[config.mk]
export PLATFORM = sky130hd
export DESIGN_NAME = axis_egress_fifo
export DESIGN_NICKNAME = d
export VERILOG_FILES = /design/src/rtl/etherparse_axis_pkg.sv /design/src/rtl/axis_fifo_core.sv /design/src/rtl/axis_egress_fifo.sv
export SDC_FILE = /design/constraint.sdc
export NUM_CORES = 1
export LEC_CHECK = 0
export CORE_MARGIN = 3
export CORE_UTILIZATION = 35
export CTS_CLUSTER_DIAMETER = 100
export DETAILED_ROUTE_END_ITERATION = 6
export GPL_TIMING_DRIVEN = 0
export PLACE_DENSITY = 0.49
export SYNTH_ARGS = -nofsm -noshare
export SYNTH_HDL_FRONTEND = slang
export SYNTH_SLANG_ARGS = --single-unit
[constraint.sdc]
create_clock -name clk -period 11.7 [get_ports clk]
set_clock_uncertainty 0.15 [all_clocks]
set_input_delay 1.17 -clock clk [delete_from_list [all_inputs] [get_ports clk]]
set_output_delay 1.17 -clock clk [all_outputs]
set_load 0.005 [all_outputs]
[src/rtl/etherparse_axis_pkg.sv]
// Shared AXI-stream helpers for the etherparse egress path.
//  - axis_beat_t   : default-width beat (data/last/user) for blocks using the stock widths
//  - FRAME_MODE_*  : frame forwarding mode selectors
//  - rel_state_t   : oversize-frame release state
//  - sat_inc       : saturating increment for statistics counters (up to SAT_W bits)
package etherparse_axis_pkg;

  localparam int unsigned AXIS_DATA_W    = 64;
  localparam int unsigned AXIS_USER_W    = 1;
  localparam int unsigned FRAME_MODE_CUT = 0;
  localparam int unsigned FRAME_MODE_SAF = 1;
  localparam int unsigned SAT_W          = 64;

  typedef struct packed {
    logic [AXIS_DATA_W-1:0] data;
    logic                   last;
    logic [AXIS_USER_W-1:0] user;
  } axis_beat_t;

  typedef enum logic {
    REL_IDLE   = 1'b0,
    REL_ACTIVE = 1'b1
  } rel_state_t;

  // Callers zero-extend their counter and pass the all-ones value of its real width.
  function automatic logic [SAT_W-1:0] sat_inc(input logic [SAT_W-1:0] v,
                                               input logic [SAT_W-1:0] max);
    return (v >= max) ? v : v + 1'b1;
  endfunction

endpackage

[src/rtl/axis_fifo_core.sv]
// FWFT FIFO core: storage array, extra-bit pointers, occupancy and a registered head.
// Ports:
//  clk, rst                    clock, synchronous active-high reset
//  wr_en, wr_data/last/user    write strobe and beat (caller guarantees !full)
//  full                        occupancy == DEPTH
//  rd_en                       pop the head (caller guarantees rd_valid)
//  rd_valid, rd_data/last/user registered head of queue
//  occupancy                   words stored, including the head
module axis_fifo_core #(
  parameter int unsigned DATA_WIDTH = 64,
  parameter int unsigned USER_WIDTH = 1,
  parameter int unsigned DEPTH      = 16
) (
  input  logic                     clk,
  input  logic                     rst,
  input  logic                     wr_en,
  input  logic [DATA_WIDTH-1:0]    wr_data,
  input  logic                     wr_last,
  input  logic [USER_WIDTH-1:0]    wr_user,
  output logic                     full,
  input  logic                     rd_en,
  output logic                     rd_valid,
  output logic [DATA_WIDTH-1:0]    rd_data,
  output logic                     rd_last,
  output logic [USER_WIDTH-1:0]    rd_user,
  output logic [$clog2(DEPTH):0]   occupancy
);

  localparam int unsigned AW = $clog2(DEPTH);

  typedef struct packed {
    logic [DATA_WIDTH-1:0] data;
    logic                  last;
    logic [USER_WIDTH-1:0] user;
  } beat_t;

  beat_t       mem [DEPTH];
  beat_t       wr_beat;
  beat_t       head_q;
  beat_t       head_nxt;
  logic [AW:0] wr_ptr;
  logic [AW:0] rd_ptr;
  logic [AW:0] wr_ptr_nxt;
  logic [AW:0] rd_ptr_nxt;
  logic [AW:0] occ_nxt;
  logic        valid_q;

  assign wr_beat    = '{data: wr_data, last: wr_last, user: wr_user};
  assign occupancy  = wr_ptr - rd_ptr;
  assign full       = (occupancy == (AW+1)'(DEPTH));
  assign wr_ptr_nxt = wr_ptr + {{AW{1'b0}}, wr_en};
  assign rd_ptr_nxt = rd_ptr + {{AW{1'b0}}, rd_en};
  assign occ_nxt    = wr_ptr_nxt - rd_ptr_nxt;

  // The head register is reloaded every cycle from the slot the read pointer will
  // point at. If that slot is the one being written now, take the incoming beat
  // directly so a push into an (effectively) empty FIFO shows up next cycle.
  always_comb begin
    head_nxt = mem[rd_ptr_nxt[AW-1:0]];
    if (wr_en && (wr_ptr == rd_ptr_nxt)) begin
      head_nxt = wr_beat;
    end
  end

  always_ff @(posedge clk) begin
    if (wr_en) begin
      mem[wr_ptr[AW-1:0]] <= wr_beat;
    end
  end

  always_ff @(posedge clk) begin
    if (rst) begin
      wr_ptr  <= '0;
      rd_ptr  <= '0;
      valid_q <= 1'b0;
      head_q  <= '0;
    end else begin
      wr_ptr  <= wr_ptr_nxt;
      rd_ptr  <= rd_ptr_nxt;
      valid_q <= (occ_nxt != '0);
      head_q  <= head_nxt;
    end
  end

  assign rd_valid = valid_q;
  assign rd_data  = head_q.data;
  assign rd_last  = head_q.last;
  assign rd_user  = head_q.user;

`ifndef SYNTHESIS
  a_no_push_full: assert property (@(posedge clk) disable iff (rst) wr_en |-> !full);
  a_no_pop_empty: assert property (@(posedge clk) disable iff (rst) rd_en |-> valid_q);
  a_occ_bound:    assert property (@(posedge clk) disable iff (rst) occupancy <= (AW+1)'(DEPTH));
`endif

endmodule

[src/rtl/axis_egress_fifo.sv]
// AXI-stream egress boundary with a DEPTH-entry FWFT FIFO, optional store-and-forward
// gating and statistics.
// Ports:
//  clk, rst                           clock, synchronous active-high reset
//  s_tdata/tvalid/tready/tlast/tuser  internal stream (s_tready from registered state only)
//  m_tdata/tvalid/tready/tlast/tuser  external stream (registered beat)
//  occupancy                          words currently stored
//  frames_out                         tlast beats accepted on m_* (saturating)
//  stall_cycles                       cycles with m_tvalid && !m_tready (saturating)
module axis_egress_fifo #(
  parameter int unsigned DATA_WIDTH = 64,
  parameter int unsigned USER_WIDTH = 1,
  parameter int unsigned DEPTH      = 16,
  parameter int unsigned FRAME_MODE = 0,
  parameter int unsigned CNT_WIDTH  = 32
) (
  input  logic                   clk,
  input  logic                   rst,
  input  logic [DATA_WIDTH-1:0]  s_tdata,
  input  logic                   s_tvalid,
  output logic                   s_tready,
  input  logic                   s_tlast,
  input  logic [USER_WIDTH-1:0]  s_tuser,
  output logic [DATA_WIDTH-1:0]  m_tdata,
  output logic                   m_tvalid,
  input  logic                   m_tready,
  output logic                   m_tlast,
  output logic [USER_WIDTH-1:0]  m_tuser,
  output logic [$clog2(DEPTH):0] occupancy,
  output logic [CNT_WIDTH-1:0]   frames_out,
  output logic [CNT_WIDTH-1:0]   stall_cycles
);

  import etherparse_axis_pkg::*;

  localparam int unsigned     OW      = $clog2(DEPTH) + 1;
  localparam logic [SAT_W-1:0] CNT_MAX = SAT_W'({CNT_WIDTH{1'b1}});

  logic ready_en;
  logic full;
  logic push;
  logic pop;
  logic core_valid;

  assign s_tready = ready_en && !full;
  assign push     = s_tvalid && s_tready;
  assign pop      = m_tvalid && m_tready;

  axis_fifo_core #(
    .DATA_WIDTH (DATA_WIDTH),
    .USER_WIDTH (USER_WIDTH),
    .DEPTH      (DEPTH)
  ) u_core (
    .clk       (clk),
    .rst       (rst),
    .wr_en     (push),
    .wr_data   (s_tdata),
    .wr_last   (s_tlast),
    .wr_user   (s_tuser),
    .full      (full),
    .rd_en     (pop),
    .rd_valid  (core_valid),
    .rd_data   (m_tdata),
    .rd_last   (m_tlast),
    .rd_user   (m_tuser),
    .occupancy (occupancy)
  );

  generate
    if (FRAME_MODE == FRAME_MODE_SAF) begin : g_saf
      logic [OW-1:0] frames_held;
      rel_state_t    rel_state;
      rel_state_t    rel_state_nxt;

      always_ff @(posedge clk) begin
        if (rst) begin
          frames_held <= '0;
          rel_state   <= REL_IDLE;
        end else begin
          rel_state <= rel_state_nxt;
          case ({push && s_tlast, pop && m_tlast})
            2'b10:   frames_held <= frames_held + 1'b1;
            2'b01:   frames_held <= frames_held - 1'b1;
            default: frames_held <= frames_held;
          endcase
        end
      end

      // A frame larger than the FIFO can never complete in storage: once full with no
      // whole frame held, fall back to cut-through until that frame's tlast leaves.
      always_comb begin
        rel_state_nxt = rel_state;
        case (rel_state)
          REL_IDLE:   if (full && (frames_held == '0)) rel_state_nxt = REL_ACTIVE;
          REL_ACTIVE: if (pop && m_tlast)              rel_state_nxt = REL_IDLE;
          default:    rel_state_nxt = REL_IDLE;
        endcase
      end

      assign m_tvalid = core_valid &&
                        ((frames_held != '0) || full || (rel_state == REL_ACTIVE));
    end else begin : g_cut
      assign m_tvalid = core_valid;
    end
  endgenerate

  always_ff @(posedge clk) begin
    if (rst) begin
      ready_en     <= 1'b0;
      frames_out   <= '0;
      stall_cycles <= '0;
    end else begin
      ready_en <= 1'b1;
      if (pop && m_tlast) begin
        frames_out <= CNT_WIDTH'(sat_inc(SAT_W'(frames_out), CNT_MAX));
      end
      if (m_tvalid && !m_tready) begin
        stall_cycles <= CNT_WIDTH'(sat_inc(SAT_W'(stall_cycles), CNT_MAX));
      end
    end
  end

`ifndef SYNTHESIS
  a_m_stable: assert property (@(posedge clk) disable iff (rst)
    (m_tvalid && !m_tready) |=> (m_tvalid && $stable({m_tdata, m_tlast, m_tuser})));
`endif

endmodule
==> results of run 1 <==
-- cell usage after synthesis (all sizes together) (3+ instances only) --
cell type / n
edfxtp: 1056
and2: 4
nor2b: 6
or3: 11
ha: 14
and3: 16
nor4: 11
nand4: 23
mux4: 330
inv: 20
clkbuf: 76
nand3: 94
dfxtp: 142
nor2: 79
xnor2: 38
a21oi: 79
nand2: 31
buf: 51
o21ai: 78
nor3: 23
nand3b: 3
xor2: 34
and4: 7
-- sequential cells by signal (all words and copies together) (netlist names) --
register / cells
stall_cycles: 32
u_core.rd_valid: 1
frames_out: 32
u_core.rd_ptr: 5
u_core.mem: 1056
u_core.rd_data: 64
u_core.rd_last: 1
u_core.wr_ptr: 5
ready_en: 1
u_core.rd_user: 1
-- cell families after synthesis --
group	count (synthesis)	share of synthesized area [%]
and+or+nand+nor	315	3.505
buffers and inverters	147	1.391
xor gates and xnor gates	72	1.404
AOI/OAI and AO/OA	168	1.913
adders and majority gates	15	0.4245
DFF	1198	75.15
muxes	332	16.21
-- placed cells by master, fill, tap and decap left out, types with 11 or more instances in the layout --
| cell type | n |
|---|---|
| a21oi_1 | 79 |
| xor2_1 | 34 |
| clkbuf_1 | 108 |
| buf_2 | 45 |
| nor2_1 | 72 |
| or3_1 | 11 |
| clkbuf_16 | 140 |
| buf_4 | 54 |
| buf_6 | 47 |
| o21ai_0 | 72 |
| buf_12 | 18 |
| xnor2_1 | 36 |
| clkdlybuf4s50_1 | 205 |
| nand3_1 | 94 |
| clkinv_1 | 22 |
| mux4_2 | 330 |
| nand2_1 | 31 |
| edfxtp_1 | 1056 |
| and3_1 | 16 |
| nand4_1 | 22 |
| nor3_1 | 17 |
| dfxtp_1 | 142 |
| clkinv_2 | 17 |
| ha_1 | 14 |
| inv_1 | 19 |
| buf_8 | 12 |
-- critical path, stage by stage (launching register included) --
cell and delay [ns]:
dfxtp_1 0.34, clkbuf_1 0.39, inv_1 0.17, ha_1 0.24, fa_1 0.48, inv_1 0.06, or3_1 0.41, o311ai_2 0.53
buf_4 0.36, inv_2 0.22, clkbuf_1 0.38, ha_1 0.33, ha_1 0.21, xnor2_1 0.33, inv_1 0.09, ha_1 0.30
o21ai_0 0.08, nand2b_1 0.08, a21oi_1 0.17, xnor2_1 0.14, a31oi_1 0.10
-- routing by layer --
layer	GRT usage, %	up-vias	wire, µm
li1	-	10248	-
met2	30.87	887	62610
met3	4.309	219	8597
met1	24.84	13095	52520
met5	0	-	68
met4	5.837	10	3354
-- area by class of cell --
cell class                 count  area share [%]
multi-input combinational    902           19.37
clock buffer                 184           6.670
tap                         1742           3.878
antenna                        9         0.04007
timing repair buffer         339           6.587
clock inverter                59          0.8371
inverter                      20          0.1336
buffer                       127           1.004
sequential                  1198           61.48
-- power groups by stage --
stage               Sequential, W  Combinational (W)  Clock [W]
global route              0.00481            0.00255    0.00432
global placement          0.00490            0.00238          0
CTS                       0.00481            0.00243    0.00415
finish                    0.00480            0.00238    0.00403
floorplan                 0.00490            0.00147          0
detailed placement        0.00489            0.00242          0
-- how the worst min path moves through the flow --
| stage | startpoint | to | slack, ns | depth (start not counted) |
|---|---|---|---|---|
| after floorplan | frames_out[31] | frames_out[31] | 0.33 | 2 |
| after global placement | frames_out[31] | frames_out[31] | 0.36 | 2 |
| after detailed placement | frames_out[1] | frames_out[1] | 0.37 | 2 |
| after CTS | frames_out[1] | frames_out[1] | 0.38 | 2 |
| after global routing | frames_out[1] | frames_out[1] | 0.40 | 2 |
| final | frames_out[1] | frames_out[1] | 0.38 | 2 |
-- per-stage QoR --
step	TNS, ns	setup WS [ns]
after floorplan	0	2.471
after global placement	-3191.15	-7.912
after detailed placement	0	5.819
after CTS	0	5.900
after global routing	0	5.542
final	0	5.944
==> results by group, run 1 <==
Run status
  • Run status: complete, no violations

Global routing
  • Maximum number of pins on one net before global-route repair: 22
  • Via count of the first global-routing pass: 25380
  • Wire length of the first global-routing pass: 182.4 mm
  • Initial antenna violation count: 14
  • Overall fraction of global-route tracks in use: 18.77%
  • GR Overflow Total: 0

Clock tree
  • CTS Buf Count: 135
  • Number of sinks handled by clock tree synthesis: 1198
  • Clk buf depth: 3
  • CTS tree: done
  • H-tree depth: 4
  • Clock transition at the register clock pins on the worst setup and hold paths after CTS: 0.06 ns
  • Clk Latency, worst-skew pair: 0.75 ns
  • Cell at the root of the clock tree: clkbuf_16
  • Number of post-CTS setup repair buffers: 0
  • # hold bufs at CTS: 0
  • Post_cts resized: 0

STA
  • Worst slew margin relative to its limit: 14.01%
  • Total count of max-transition violations in the final report: 0
  • Hold violation total from the final report: 0
  • Worst slack on hold paths: 0.3820 ns
  • Final Critical Period: 5.756 ns
  • Highest attainable clock frequency: 0.1737 GHz
  • RSZ-0062 raised after global routing: no
  • Pin slew with the least headroom to its limit: 1.290 ns
  • Setup violations, final: 0
  • Period utilisation layout: 49.20%

Logic synthesis
  • Ys async rst share: 0%
  • Synth Register Bits: 1198
  • Number of enable-type register cells in the synthesized netlist: 1056
  • Share of Yosys cell area claimed by the top area cell type: 68.97%
  • Flip-flop cell with the highest count after synthesis: edfxtp_1
  • Netlist area before placement: 45980 µm²
  • Per-instance average area after synthesis: 20.46 µm²
  • Yosys Warn Count: 0
  • Top cells by area in the synthesized netlist: edfxtp_1 69%, mux4_2 16%, dfxtp_1 6.2%
  • Largest area contributor in the synthesized netlist: edfxtp_1
  • Post-synth net total: 2332
  • Synth unique cells: 48
  • Cells after Synth: 2247
  • Sequential element share of the synthesized area: 75.15%

Die
  • DIE AREA: 135700 µm²
  • Die Height: 368.4 µm
  • Core Box Area: 130000 µm²
  • Top Ports: 207
  • Number of standard-cell rows in the floorplan: 132
  • Die Span X: 368.4 µm
  • Initial core utilization: 35.37%

Min path
  • HP Class: reg2reg

Placed design
  • Placed standard-cell area: 51960 µm²
  • Buffers added on ports: 205
  • Final RePlAce weighted congestion: 0.8148
  • Number of placed cells counting well taps: 4328
  • HPWL Detailed: 83.60 mm

Detailed routing
  • WL final: 127.1 mm
  • Total via count in the routed design: 24459
  • Number of vias per cell after detailed routing: 5.340
  • First-pass detailed-route iteration total: 5
  • Avg WL per Cell: 27.76 µm
  • Remaining number of nets flagged by the antenna check after routing: 0
  • Post-detailed-route DRC marker count: 0
  • Number of design-rule violations left by the first detailed-router iteration: 2274

Critical path
  • Worst setup startpoint: u_core.wr_ptr[0]
  • Reg-to-reg setup timing slack: 5.94 ns
  • Data arrival time of the critical path: 6.19 ns
  • Critical Path Source Type: flip-flop
  • Critical Path End: u_core.rd_valid
  • Crit Reg-Reg Startpoint: u_core.wr_ptr[0]
  • End of the worst register-to-register path: u_core.rd_valid
  • Critical path capture point type: flip-flop
  • Max FO, Critical Path: 10
  • Logic depth of the worst register-to-register path: 20
  • Required time worst endpoint: 12.13 ns
  • Critical path type: reg2reg

Layout
  • Sequential cell area: 34550 µm²
  • Layout Utilization: 43.24%
  • Fraction of final layout cells sized beyond drive strength 1: 25.80%
  • Signed area change from the synthesized netlist to the final layout: 22.24%
  • Final instance area: 56200 µm²
  • Count of filler cells inserted in the layout: 11340
  • Multi-input combinational cell area: 10890 µm²
  • Final Net Count: 2808
  • Finished Layout Cells: 4580

Power
  • Static power due to leakage: 17.63 nW
  • Clk pwr share: 35.9%
  • Fraction of power consumed by combinational cells: 21.2%
  • Net switching share of the total power: 26.43%
  • Peak supply drop: 0.1061 mV
  • Switching pwr: 0.002963 W
  • Power per cell area: 199.5 nW/µm²
  • Sequential Power Share: 42.9%
  • Pint: 0.008249 W
  • Design Power: 0.01121 W

Job
  • Count of maximum capacitance violations: 0
Power figures use the tool's default switching activity.
==> inputs of run 2 (changes only) <==
clock period = 6 ns   (was 11.7 ns; I/O delays follow)
==> run 2 against run 1 <==
Effect of this change: global-route usage is 0.23 points higher; largest power group unchanged; critical path type unchanged; flip-flop and latch count stayed put; sequential share of layout area is 0.62 points lower; total power is 99% higher; non-clock buffer count is 31 lower; utilization is 0.44 points higher; cell count is 0.63% lower; die area stayed put; worst hold slack worse by 0.0080 ns.
==> results by group, run 2 (synthesis gave the netlist of run 1 again) <==
Global routing
  • GR Overflow Total: 0 (unchanged)
  • Via count of the first global-routing pass: 25244 (-0.54%)
  • Wire length of the first global-routing pass: 184.2 mm (+0.96%)
  • Overall fraction of global-route tracks in use: 18.99% (+0.23 points)
  • Maximum number of pins on one net before global-route repair: 21 (-4.5%)
  • Initial antenna violation count: 13 (-1)

Critical path
  • Critical path type: reg2reg
  • Logic depth of the worst register-to-register path: 17 (-15%)
  • Crit Reg-Reg Startpoint: u_core.wr_ptr[0]
  • Critical Path End: u_core.mem[8][44]
  • Max FO, Critical Path: 15 (+5)
  • Required time worst endpoint: 6.30 ns (-5.83 ns)
  • Reg-to-reg setup timing slack: 0.16 ns (-5.79 ns)
  • Critical Path Source Type: flip-flop
  • End of the worst register-to-register path: u_core.mem[8][44]
  • Data arrival time of the critical path: 6.14 ns (-0.05 ns)
  • Worst setup startpoint: u_core.wr_ptr[0]
  • Critical path capture point type: flip-flop

Die
  • Top Ports: 207 (unchanged)
  • Core Box Area: 130000 µm² (unchanged)
  • Die Span X: 368.4 µm (unchanged)
  • Initial core utilization: 35.37% (unchanged)
  • Die Height: 368.4 µm (unchanged)
  • DIE AREA: 135700 µm² (unchanged)
  • Number of standard-cell rows in the floorplan: 132 (unchanged)

STA
  • RSZ-0062 raised after global routing: yes
  • Worst slew margin relative to its limit: 26.86% (+13 points)
  • Total count of max-transition violations in the final report: 0 (unchanged)
  • Setup violations, final: 0 (unchanged)
  • Crit path setup slack, layout: 0.1579 ns (-5.786 ns)
  • Highest attainable clock frequency: 0.1712 GHz (-1.5%)
  • Final Critical Period: 5.842 ns (+0.08560 ns)
  • Total negative slack for setup checks: 0 ns (unchanged)
  • Period utilisation layout: 97.37% (+48 points)
  • Hold violation total from the final report: 0 (unchanged)
  • Worst slack on hold paths: 0.3740 ns (-0.008004 ns)
  • Pin slew with the least headroom to its limit: 1.097 ns (-0.1929 ns)

Placed design
  • Final RePlAce weighted congestion: 0.8181 (+0.41%)
  • Buffers added on ports: 205 (unchanged)
  • Worst slack at placement: 0.1786 ns (-5.640 ns)
  • HPWL Detailed: 84.41 mm (+0.97%)

Detailed routing
  • WL final: 128.5 mm (+1.0%)
  • Total via count in the routed design: 24151 (-1.3%)
  • First-pass detailed-route iteration total: 5 (unchanged)
  • Remaining number of nets flagged by the antenna check after routing: 0 (unchanged)
  • Number of vias per cell after detailed routing: 5.307 (-0.63%)
  • Avg WL per Cell: 28.23 µm (+1.7%)
  • Post-detailed-route DRC marker count: 0 (unchanged)
  • Number of design-rule violations left by the first detailed-router iteration: 2542 (+12%)

Layout
  • Leading cell types in the layout, fill and taps excluded: 1056 x edfxtp_1, 330 x mux4_2, 205 x clkdlybuf4s50_1
  • Fraction of final layout cells sized beyond drive strength 1: 25.04% (-0.76 points)
  • Flip-flop count of the largest register after layout: 1056 (unchanged)
  • Final Net Count: 2777 (-1.1%)
  • Signed area change from the synthesized netlist to the final layout: 23.49%
  • Most common cell after layout, fill and taps aside: edfxtp_1

Power
  • Peak supply drop: 0.2276 mV (+110%)
  • Power per cell area: 392.8 nW/µm² (+97%)
  • Static power due to leakage: 17.77 nW (+0.82%)
  • Design Power: 0.02230 W (+99%)

Clock tree
  • Clk Latency, worst-skew pair: 0.75 ns (about the same)
  • Number of post-CTS setup repair buffers: 0 (unchanged)
  • Post_cts resized: 0 (unchanged)
  • CTS Buf Count: 135 (unchanged)
  • Clk buf depth: 3 (unchanged)
  • H-tree depth: 4 (unchanged)
  • # hold bufs at CTS: 0 (unchanged)
  • Cell at the root of the clock tree: clkbuf_16
  • CTS tree: done
  • Number of sinks handled by clock tree synthesis: 1198 (unchanged)
  • Clock transition at the register clock pins on the worst setup and hold paths after CTS: 0.05 ns (about the same)

Min path
  • HP Class: reg2reg

Job
  • Count of maximum capacitance violations: 0 (unchanged)

Run status
  • Run status: complete, no violations
run 2: cell count changes in the layout (fill, tap and decap cells not counted), sizes merged:
| cell | before | now |
|---|---|---|
| buf | 185 | 155 |
| inv | 29 | 27 |
| bufinv | 5 | 13 |
| diode | 9 | 6 |
| clkinvlp | 3 | 1 |
| clkbuf | 260 | 261 |
| clkinv | 42 | 41 |
run 2: metal layers:
layer	part of all wire, %	global-route usage [%]	vias up
met5	0.050	0	-
met4	2.2	5.266	10
met3	6.5	4.205	183
met2	50	31.69	817
met1	41	25.13	12953
li1	-	-	10188
run 2: layout make-up:
class / count / area (µm²)
Clock inverter: 62 / 670.6
Multi-Input combinational cell: 902 / 10940
Buffer: 126 / 560.5
Inverter: 20 / 75.07
Clock buffer: 186 / 3789
Fill cell: 11219 / 73210
Antenna cell: 6 / 15.01
Tap cell: 1742 / 2180
Sequential cell: 1198 / 34550
Timing Repair Buffer: 309 / 3991
run 2: worst max-delay path, cell delays in order (launching register included):
cell and delay (ns):
dfxtp_1 0.34, clkbuf_1 0.40, inv_1 0.17, ha_1 0.24
fa_1 0.40, nand2b_1 0.16, a21oi_1 0.15, xnor2_1 0.22
o311ai_2 0.21, buf_4 0.29, inv_2 0.49, buf_4 0.34
nand3b_1 0.31, nor3_2 0.87, buf_8 0.24, buf_6 0.18
buf_6 0.18, buf_6 0.15
run 2: worst min-delay path by stage:
stage | start | to | slack [ns] | cells past startpoint
3_5_place_dp | frames_out[22] | frames_out[22] | 0.36 | 2
4_1_cts | frames_out[22] | frames_out[22] | 0.37 | 2
6_report | frames_out[22] | frames_out[22] | 0.37 | 2
2_1_floorplan | frames_out[31] | frames_out[31] | 0.33 | 2
3_3_place_gp | frames_out[22] | frames_out[22] | 0.35 | 2
5_1_grt | frames_out[31] | frames_out[31] | 0.41 | 2
run 2: per-stage QoR:
| stage | instances | cell area, µm² | util [%] |
|---|---|---|---|
| after global placement | 4194 | 50250 | 38.66 |
| after detailed placement | 4298 | 52300 | 40.24 |
| final | 4551 | 56770 | 43.68 |
| after global routing | 4545 | 56760 | 43.67 |
| after floorplan | 2247 | 46020 | - |
| after CTS | 4546 | 56760 | 43.67 |
run 2: where the power goes:
part           total [W]  internal (W)  switching, W
registers        0.00937       0.00929     0.0000792
clock network    0.00829       0.00498       0.00331
logic            0.00464       0.00219       0.00245
total             0.0223        0.0165       0.00584
